==> src/rtl/gr_apb_pkg.sv <==
// Shared types for the APB4 requester: response codes, FSM states and the
// byte-offset width helper used for alignment checks.
package gr_apb_pkg;

  typedef enum logic [1:0] {
    OK       = 2'd0,
    SLVERR   = 2'd1,
    TIMEOUT  = 2'd2,
    MISALIGN = 2'd3
  } rsp_e;

  typedef enum logic [1:0] {
    IDLE   = 2'd0,
    SETUP  = 2'd1,
    ACCESS = 2'd2,
    RESP   = 2'd3
  } state_e;

  // log2 of the strobe width; 0 for an 8-bit bus (no offset bits to check).
  function automatic int strb_log2(input int strb_w);
    int r;
    r = 0;
    for (int i = 0; i < 8; i++) begin
      if ((1 << i) < strb_w) r = i + 1;
    end
    return r;
  endfunction

endpackage

==> src/rtl/gr_apb_master.sv <==
// APB4 requester: one valid/ready command in, SETUP/ACCESS on the bus, one
// valid/ready response out. Define GR_APB_MASTER_TIMEOUT_EN to bound ACCESS waits.
module gr_apb_master
  import gr_apb_pkg::*;
#(
  parameter int ADDR_W         = 64,
  parameter int DATA_W         = 32,
  parameter int TIMEOUT_CYCLES = 256,
  parameter int STRB_W         = DATA_W / 8  // derived; leave at default
) (
  input  logic              clk,
  input  logic              reset,
  input  logic              cmd_valid,
  output logic              cmd_ready,
  input  logic              cmd_write,
  input  logic [ADDR_W-1:0] cmd_addr,
  input  logic [DATA_W-1:0] cmd_wdata,
  input  logic [STRB_W-1:0] cmd_strb,
  input  logic [2:0]        cmd_prot,
  output logic              rsp_valid,
  input  logic              rsp_ready,
  output logic [1:0]        rsp_code,
  output logic [DATA_W-1:0] rsp_rdata,
  output logic              psel,
  output logic              penable,
  output logic              pwrite,
  output logic [ADDR_W-1:0] paddr,
  output logic [DATA_W-1:0] pwdata,
  output logic [STRB_W-1:0] pstrb,
  output logic [2:0]        pprot,
  input  logic              pready,
  input  logic              pslverr,
  input  logic [DATA_W-1:0] prdata
);

  localparam int OFF_W = strb_log2(STRB_W);
  localparam logic [ADDR_W-1:0] ALIGN_MASK = ADDR_W'((64'd1 << OFF_W) - 64'd1);

  state_e            state_q, state_d;
  logic              write_q, write_d;
  logic [ADDR_W-1:0] addr_q, addr_d;
  logic [DATA_W-1:0] wdata_q, wdata_d;
  logic [STRB_W-1:0] strb_q, strb_d;
  logic [2:0]        prot_q, prot_d;
  rsp_e              code_q, code_d;
  logic [DATA_W-1:0] rdata_q, rdata_d;

`ifdef GR_APB_MASTER_TIMEOUT_EN
  localparam int CNT_W = $clog2(TIMEOUT_CYCLES + 1);
  localparam logic [CNT_W-1:0] CNT_LAST = CNT_W'(TIMEOUT_CYCLES - 1);
  logic [CNT_W-1:0] cnt_q, cnt_d;

  always_ff @(posedge clk or posedge reset) begin
    if (reset) cnt_q <= '0;
    else       cnt_q <= cnt_d;
  end
`else
  logic unused_timeout_cfg;
  assign unused_timeout_cfg = (TIMEOUT_CYCLES > 0);
`endif

  always_ff @(posedge clk or posedge reset) begin
    if (reset) begin
      state_q <= IDLE;
      write_q <= 1'b0;
      addr_q  <= '0;
      wdata_q <= '0;
      strb_q  <= '0;
      prot_q  <= '0;
      code_q  <= OK;
      rdata_q <= '0;
    end else begin
      state_q <= state_d;
      write_q <= write_d;
      addr_q  <= addr_d;
      wdata_q <= wdata_d;
      strb_q  <= strb_d;
      prot_q  <= prot_d;
      code_q  <= code_d;
      rdata_q <= rdata_d;
    end
  end

  always_comb begin
    state_d = state_q;
    write_d = write_q;
    addr_d  = addr_q;
    wdata_d = wdata_q;
    strb_d  = strb_q;
    prot_d  = prot_q;
    code_d  = code_q;
    rdata_d = rdata_q;
`ifdef GR_APB_MASTER_TIMEOUT_EN
    cnt_d   = cnt_q;
`endif
    case (state_q)
      IDLE: begin
        if (cmd_valid) begin
          write_d = cmd_write;
          addr_d  = cmd_addr;
          wdata_d = cmd_wdata;
          strb_d  = cmd_strb;
          prot_d  = cmd_prot;
          if ((cmd_addr & ALIGN_MASK) != '0) begin
            code_d  = MISALIGN;
            rdata_d = '0;
            state_d = RESP;
          end else begin
            state_d = SETUP;
          end
        end
      end
      SETUP: begin
        state_d = ACCESS;
`ifdef GR_APB_MASTER_TIMEOUT_EN
        cnt_d   = '0;
`endif
      end
      ACCESS: begin
        if (pready) begin
          code_d  = pslverr ? SLVERR : OK;
          rdata_d = (write_q || pslverr) ? '0 : prdata;
          state_d = RESP;
        end
`ifdef GR_APB_MASTER_TIMEOUT_EN
        else if (cnt_q == CNT_LAST) begin
          code_d  = TIMEOUT;
          rdata_d = '0;
          state_d = RESP;
        end else begin
          cnt_d = cnt_q + 1'b1;
        end
`endif
      end
      RESP: begin
        // Clear the status on hand-off so it reads 0 while idle.
        if (rsp_ready) begin
          code_d  = OK;
          rdata_d = '0;
          state_d = IDLE;
        end
      end
      default: state_d = IDLE;
    endcase
  end

  logic bus_active;
  assign bus_active = (state_q == SETUP) || (state_q == ACCESS);

  assign cmd_ready = (state_q == IDLE);
  assign psel      = bus_active;
  assign penable   = (state_q == ACCESS);
  assign pwrite    = bus_active && write_q;
  assign paddr     = bus_active ? addr_q : '0;
  assign pwdata    = (bus_active && write_q) ? wdata_q : '0;
  assign pstrb     = (bus_active && write_q) ? strb_q : '0;
  assign pprot     = bus_active ? prot_q : '0;
  assign rsp_valid = (state_q == RESP);
  assign rsp_code  = code_q;
  assign rsp_rdata = rdata_q;

endmodule

==> config.mk <==
export PLATFORM = sky130hd
export DESIGN_NAME = gr_apb_master
export DESIGN_NICKNAME = d
export VERILOG_FILES = /design/src/rtl/gr_apb_pkg.sv /design/src/rtl/gr_apb_master.sv
export SDC_FILE = /design/constraint.sdc
export NUM_CORES = 1
export LEC_CHECK = 0
export CAP_MARGIN = 20
export CELL_PAD_IN_SITES_DETAIL_PLACEMENT = 2
export CELL_PAD_IN_SITES_GLOBAL_PLACEMENT = 2
export CORE_MARGIN = 1.5
export CORE_UTILIZATION = 25
export CTS_CLUSTER_DIAMETER = 150
export DETAILED_ROUTE_END_ITERATION = 10
export PLACE_DENSITY = 0.8
export SETUP_SLACK_MARGIN = 0.15
export SYNTH_ARGS = -nofsm -noshare
export SYNTH_HDL_FRONTEND = slang
export SYNTH_SLANG_ARGS = --single-unit
export TNS_END_PERCENT = 10
==> constraint.sdc <==
create_clock -name clk -period 6.23 [get_ports clk]
set_clock_uncertainty 0.15 [all_clocks]
set_input_delay 1.869 -clock clk [delete_from_list [all_inputs] [get_ports clk]]
set_output_delay 1.869 -clock clk [all_outputs]
set_load 0.01 [all_outputs]
---- Yosys cells after proc, flatten, opt, wreduce, memory -nomap -nowiden ----
Index checks and enable logic that the tools add are counted.
cells by class
  equal/unequal tests ..................... 7
  mux-type cells .......................... 20
  reduce and logical (&&, ||, !) cells .... 9
operator list
  operator                                                                  number
  32-bit 2-to-1 mux                                                         6
  32-bit one-hot mux with 3 select lines                                    1
  64-bit 2-to-1 mux                                                         1
  64-bit nonzero test                                                       1
  2-bit 2-to-1 mux                                                          7
  2-bit one-hot mux with 4 select lines                                     1
  2-bit by 1-bit inequality test with 1-bit output (second input constant)  3
  2-bit one-hot mux with 3 select lines                                     1
  5-bit AND reduction                                                       1
  2-bit == test (second input constant)                                     2
  4-bit 2-to-1 mux                                                          1
  3-bit 2-to-1 mux                                                          1
  3-bit AND reduction                                                       1
  3-bit nonzero test                                                        1
  2-bit by 1-bit == test with 1-bit output (second input constant)          1
  2-bit logical NOT                                                         1
  1-bit logical OR                                                          2
  2-bit inequality test (second input constant)                             1
  2-bit AND reduction                                                       1
  1-bit logical AND                                                         1
  1-bit 2-to-1 mux                                                          1
storage, ports and cells
  register bits after elaboration ......... 140
  input bits .............................. 142
  output and inout bits ................... 142
  word-level logic and storage cells ...... 44

---- Longest topological paths before layout ----
  depth after elaboration ................. 4
  gate-level depth with buffers ........... 7
  mapped depth without buffers ............ 6

---- Least setup slack after synthesis ----
Ideal clock, no wire load.
  kind .................................... register to output
  start ................................... register state_q[0]
  end ..................................... output port paddr[18]
  data arrival time ....................... 1.471 ns
  data required time ...................... 4.211 ns
  slack ................................... 2.740 ns
  stages on the path, launching flop included .. 6
  buffers on the path ..................... 2
  cells stage by stage .................... dfrtp_1 -> inv_1 -> ha_1 -> clkbuf_1 -> clkbuf_1 -> and2_1
between the ends
  longest elaborated chain between the ends .. 3
  elaborated cells between the ends (all ways) .. 4
  those cells by class .................... eq/ne (2); mux (1); reduce/logical (1)
RTL lines
  item                                                                              line                  RTL
  start, declared                                                                   gr_apb_master.sv:39   state_e state_q, state_d;
  start signal, assigned                                                            gr_apb_master.sv:73   state_q <= state_d;
  2-bit by 1-bit == test with 1-bit output / 2-bit == test (equally long branches)  gr_apb_master.sv:148  assign bus_active = (state_q == SETUP) || (state_q == ACCESS);
  1-bit logical OR (*)                                                              gr_apb_master.sv:148
  named net psel                                                                    gr_apb_master.sv:24   output logic psel,
  64-bit 2-to-1 mux (*)                                                             gr_apb_master.sv:154  assign paddr = bus_active ? addr_q : '0;
  end, declared                                                                     gr_apb_master.sv:27   output logic [ADDR_W-1:0] paddr,
Mark *: on every way through the listed nets, which the timed path passes. The rest lies on a longest branch.

---- Worst setup path after layout ----
  start ................................... register state_q[1]
  end ..................................... output port paddr[18]
between the ends
  longest elaborated chain between the ends .. 3
  elaborated cells between the ends (all ways) .. 4
  those cells by class .................... eq/ne (2); mux (1); reduce/logical (1)
RTL lines
  item                                                                              line
  2-bit by 1-bit == test with 1-bit output / 2-bit == test (equally long branches)  gr_apb_master.sv:148
  1-bit logical OR (*)                                                              gr_apb_master.sv:148
  64-bit 2-to-1 mux (*)                                                             gr_apb_master.sv:154
Every way passes the cells marked *; elsewhere a longest branch is shown, timed or not.

==> flow_summary.json <==
{
  "vias": 4873,
  "antenna_found_initial": 1,
  "rows": 57,
  "cts_made_buffers": 17,
  "worst-setup-path-type": "flop to primary output",
  "syn_nets": 649,
  "cts_setup_buffers": 0,
  "seqPwrFrac_pct": 28.3,
  "syn_inst": 503,
  "multi_input_area_um2": 2420,
  "grt_use_total_pct": 16.0,
  "ios": 284,
  "synth_cell_type_count": 18,
  "nets": 926,
  "cts_hold_buf": 0,
  "max-slew-margin-rel_pct": 38.0,
  "grt_start_max_net_pins": 97,
  "layout-drive-gt1-share_pct": 18.8,
  "status": "complete, no violations",
  "first_global_vias": 5590,
  "syn_area_per_cell_um2": 12.3,
  "pwr-share-comb_pct": 53.7,
  "worstSetupEndpointType": "primary output",
  "vdd_drop_max_mv": 0.186,
  "yosys_warnings": 0,
  "areaGrowthSynthToFinish_pct": 60.4,
  "p_leak_nw": 4.27,
  "fp.coreArea_um2": 24300,
  "timing.final.crit_period_ps": 4820,
  "syn_area_um2": 6210,
  "setup_ws_ps": 1410,
  "h-tree-depth": 4,
  "num-fill-cells": 2492,
  "final_common_cell": "clkdlybuf4s50_1",
  "port_buffers": 283,
  "regArea_um2": 3500,
  "critical_path.startpoint_type": "flop",
  "grt_setup_unrepaired": "no",
  "p_clk_share_pct": 18.1,
  "final_util_pct": 40.9,
  "dp_cells": 1085,
  "final_hold_viol_count": 0,
  "grt_pass1_wl_um": 31600,
  "insertion_delay_ps": 410,
  "max_freq_ghz": 0.207,
  "tns_ps": 0,
  "path_clk_slew_ps": 60,
  "globalRouteOverflowTotal": 0,
  "required_ps": 4210,
  "post_cts_resize_count": 0,
  "start_util_pct": 25.5,
  "cts_tree": "yes",
  "drt_iter0_markers": 122,
  "yosysSeqAreaShare_pct": 56.4,
  "slew_viol_final": 0,
  "drc": 0,
  "wl_per_cell_um": 18.2,
  "place_congestion": 0.718,
  "mostFrequentLayoutCells": "283 x clkdlybuf4s50_1, 140 x dfrtp_1, 105 x mux2_2, 68 x and2_1, 38 x inv_1",
  "dp_hpwl_um": 14500,
  "dp_slack_ps": 1590,
  "period_share_pct": 77.4,
  "critPathArrivalTime_ps": 2800,
  "p_int_mw": 3.52,
  "dr.pass1.iters": 4,
  "hp-class": "flop to flop",
  "cap_violations": 0,
  "clockBufferDepth": 2,
  "netSwitchingFraction_pct": 35.1,
  "fp.dieH_um": 161,
  "drtAntennaViolNets": 0,
  "powerDensity_nw_per_um2": 544,
  "root_buffer": "clkbuf_16",
  "cts.sinks": 140,
  "drt_wl_total_um": 20300,
  "die_w_um": 161,
  "switchingPower_mw": 1.90,
  "fin_cells": 1118,
  "synth_seq_cells": 140,
  "die-area_um2": 25800,
  "cp_max_fo": 68,
  "whs_ps": 345,
  "finalSetupViolations": 0,
  "worst_pin_slew_ps": 931,
  "vias_per_cell": 4.36
}
routing by layer:
metal	vias to the layer above	GRT usage [%]	routed length, um
met5	-	0	0
met4	0	4.97	323
met3	18	5.89	1670
met2	181	27.6	10100
met1	2467	18.4	8160
li1	2207	-	-
cell families (layout without fill, tap and decap cells):
group	count (synthesis)	in the layout	share of synthesized area, %
fa+ha+maj	4	4	0.806
other cells	0	1	0
mux	138	138	24.4
flops	140	140	56.4
compound gates	5	5	0.484
buf+inv	71	361	4.78
simple gates	145	145	13.1
area by class of cell:
class / instances / area share, %
antenna: 1 / 0.0251
tap: 324 / 4.07
sequential: 140 / 35.2
clock inverter: 13 / 1.09
timing repair buffer: 290 / 29.2
clock buffer: 19 / 4.55
multi-input combinational: 292 / 24.3
inverter: 39 / 1.52
power groups by stage:
stage	clock network, mW	registers [mW]	logic, mW
2_1_floorplan	0	1.50	1.48
3_3_place_gp	0	1.53	2.92
3_5_place_dp	0	1.56	2.97
4_1_cts	1.02	1.54	2.98
5_1_grt	1.05	1.59	3.14
6_report	0.980	1.53	2.91
worst max-delay path, cell delays in order, from the launching register on:
cell and delay, ps:
dfrtp_1 390, inv_1 100, ha_2 770, buf_12 320, and2_1 180, clkdlybuf4s50_1 580
path summary, 6_finish.rpt:
| path | from | to | slack (ps) | cells after the start |
|---|---|---|---|---|
| min reg2reg | addr_q[9] | addr_q[9] | 350 | 1 |
| max in group asynchronous | reset | wdata_q[26] | 3120 | 3 |
| max reg2reg | state_q[0] | rsp_rdata[22] | 3140 | 6 |
| max | state_q[1] | paddr[18] | 1410 | 5 |
| min | addr_q[9] | addr_q[9] | 350 | 1 |
| min in group asynchronous | reset | rsp_rdata[28] | 1920 | 2 |
through the flow:
step / total power, mW / area [um2]
floorplan: 2.98 / 6210
global placement: 4.44 / 9390
detailed placement: 4.53 / 9390
CTS: 5.55 / 9950
global route: 5.78 / 9960
finish: 5.42 / 9960
sequential cells by signal (all words and copies together), names as in the netlist:
signal / cells
addr_q: 64
strb_q: 4
rsp_rdata: 32
wdata_q: 32
prot_q: 3
state_q: 2
rsp_code: 2
write_q: 1
synth_stat cells:
| cell | number | area [um2] |
|---|---|---|
| a21oi_1 | 1 | 5.00 |
| mux2_2 | 105 | 1180 |
| dfrtp_1 | 140 | 3500 |
| and2_1 | 68 | 425 |
| and3_1 | 36 | 225 |
| buf_2 | 6 | 30.0 |
| ha_1 | 4 | 50.1 |
| mux2i_1 | 33 | 330 |
| buf_1 | 4 | 15.0 |
| nand2_2 | 1 | 6.26 |
| nor3b_1 | 2 | 15.0 |
| nand2_1 | 34 | 128 |
| inv_1 | 39 | 146 |
| a222oi_1 | 1 | 10.0 |
| buf_6 | 3 | 33.8 |
| nor2_1 | 4 | 15.0 |
| o21ai_0 | 3 | 15.0 |
| clkbuf_1 | 19 | 71.3 |
Power figures use the tool's default switching activity.
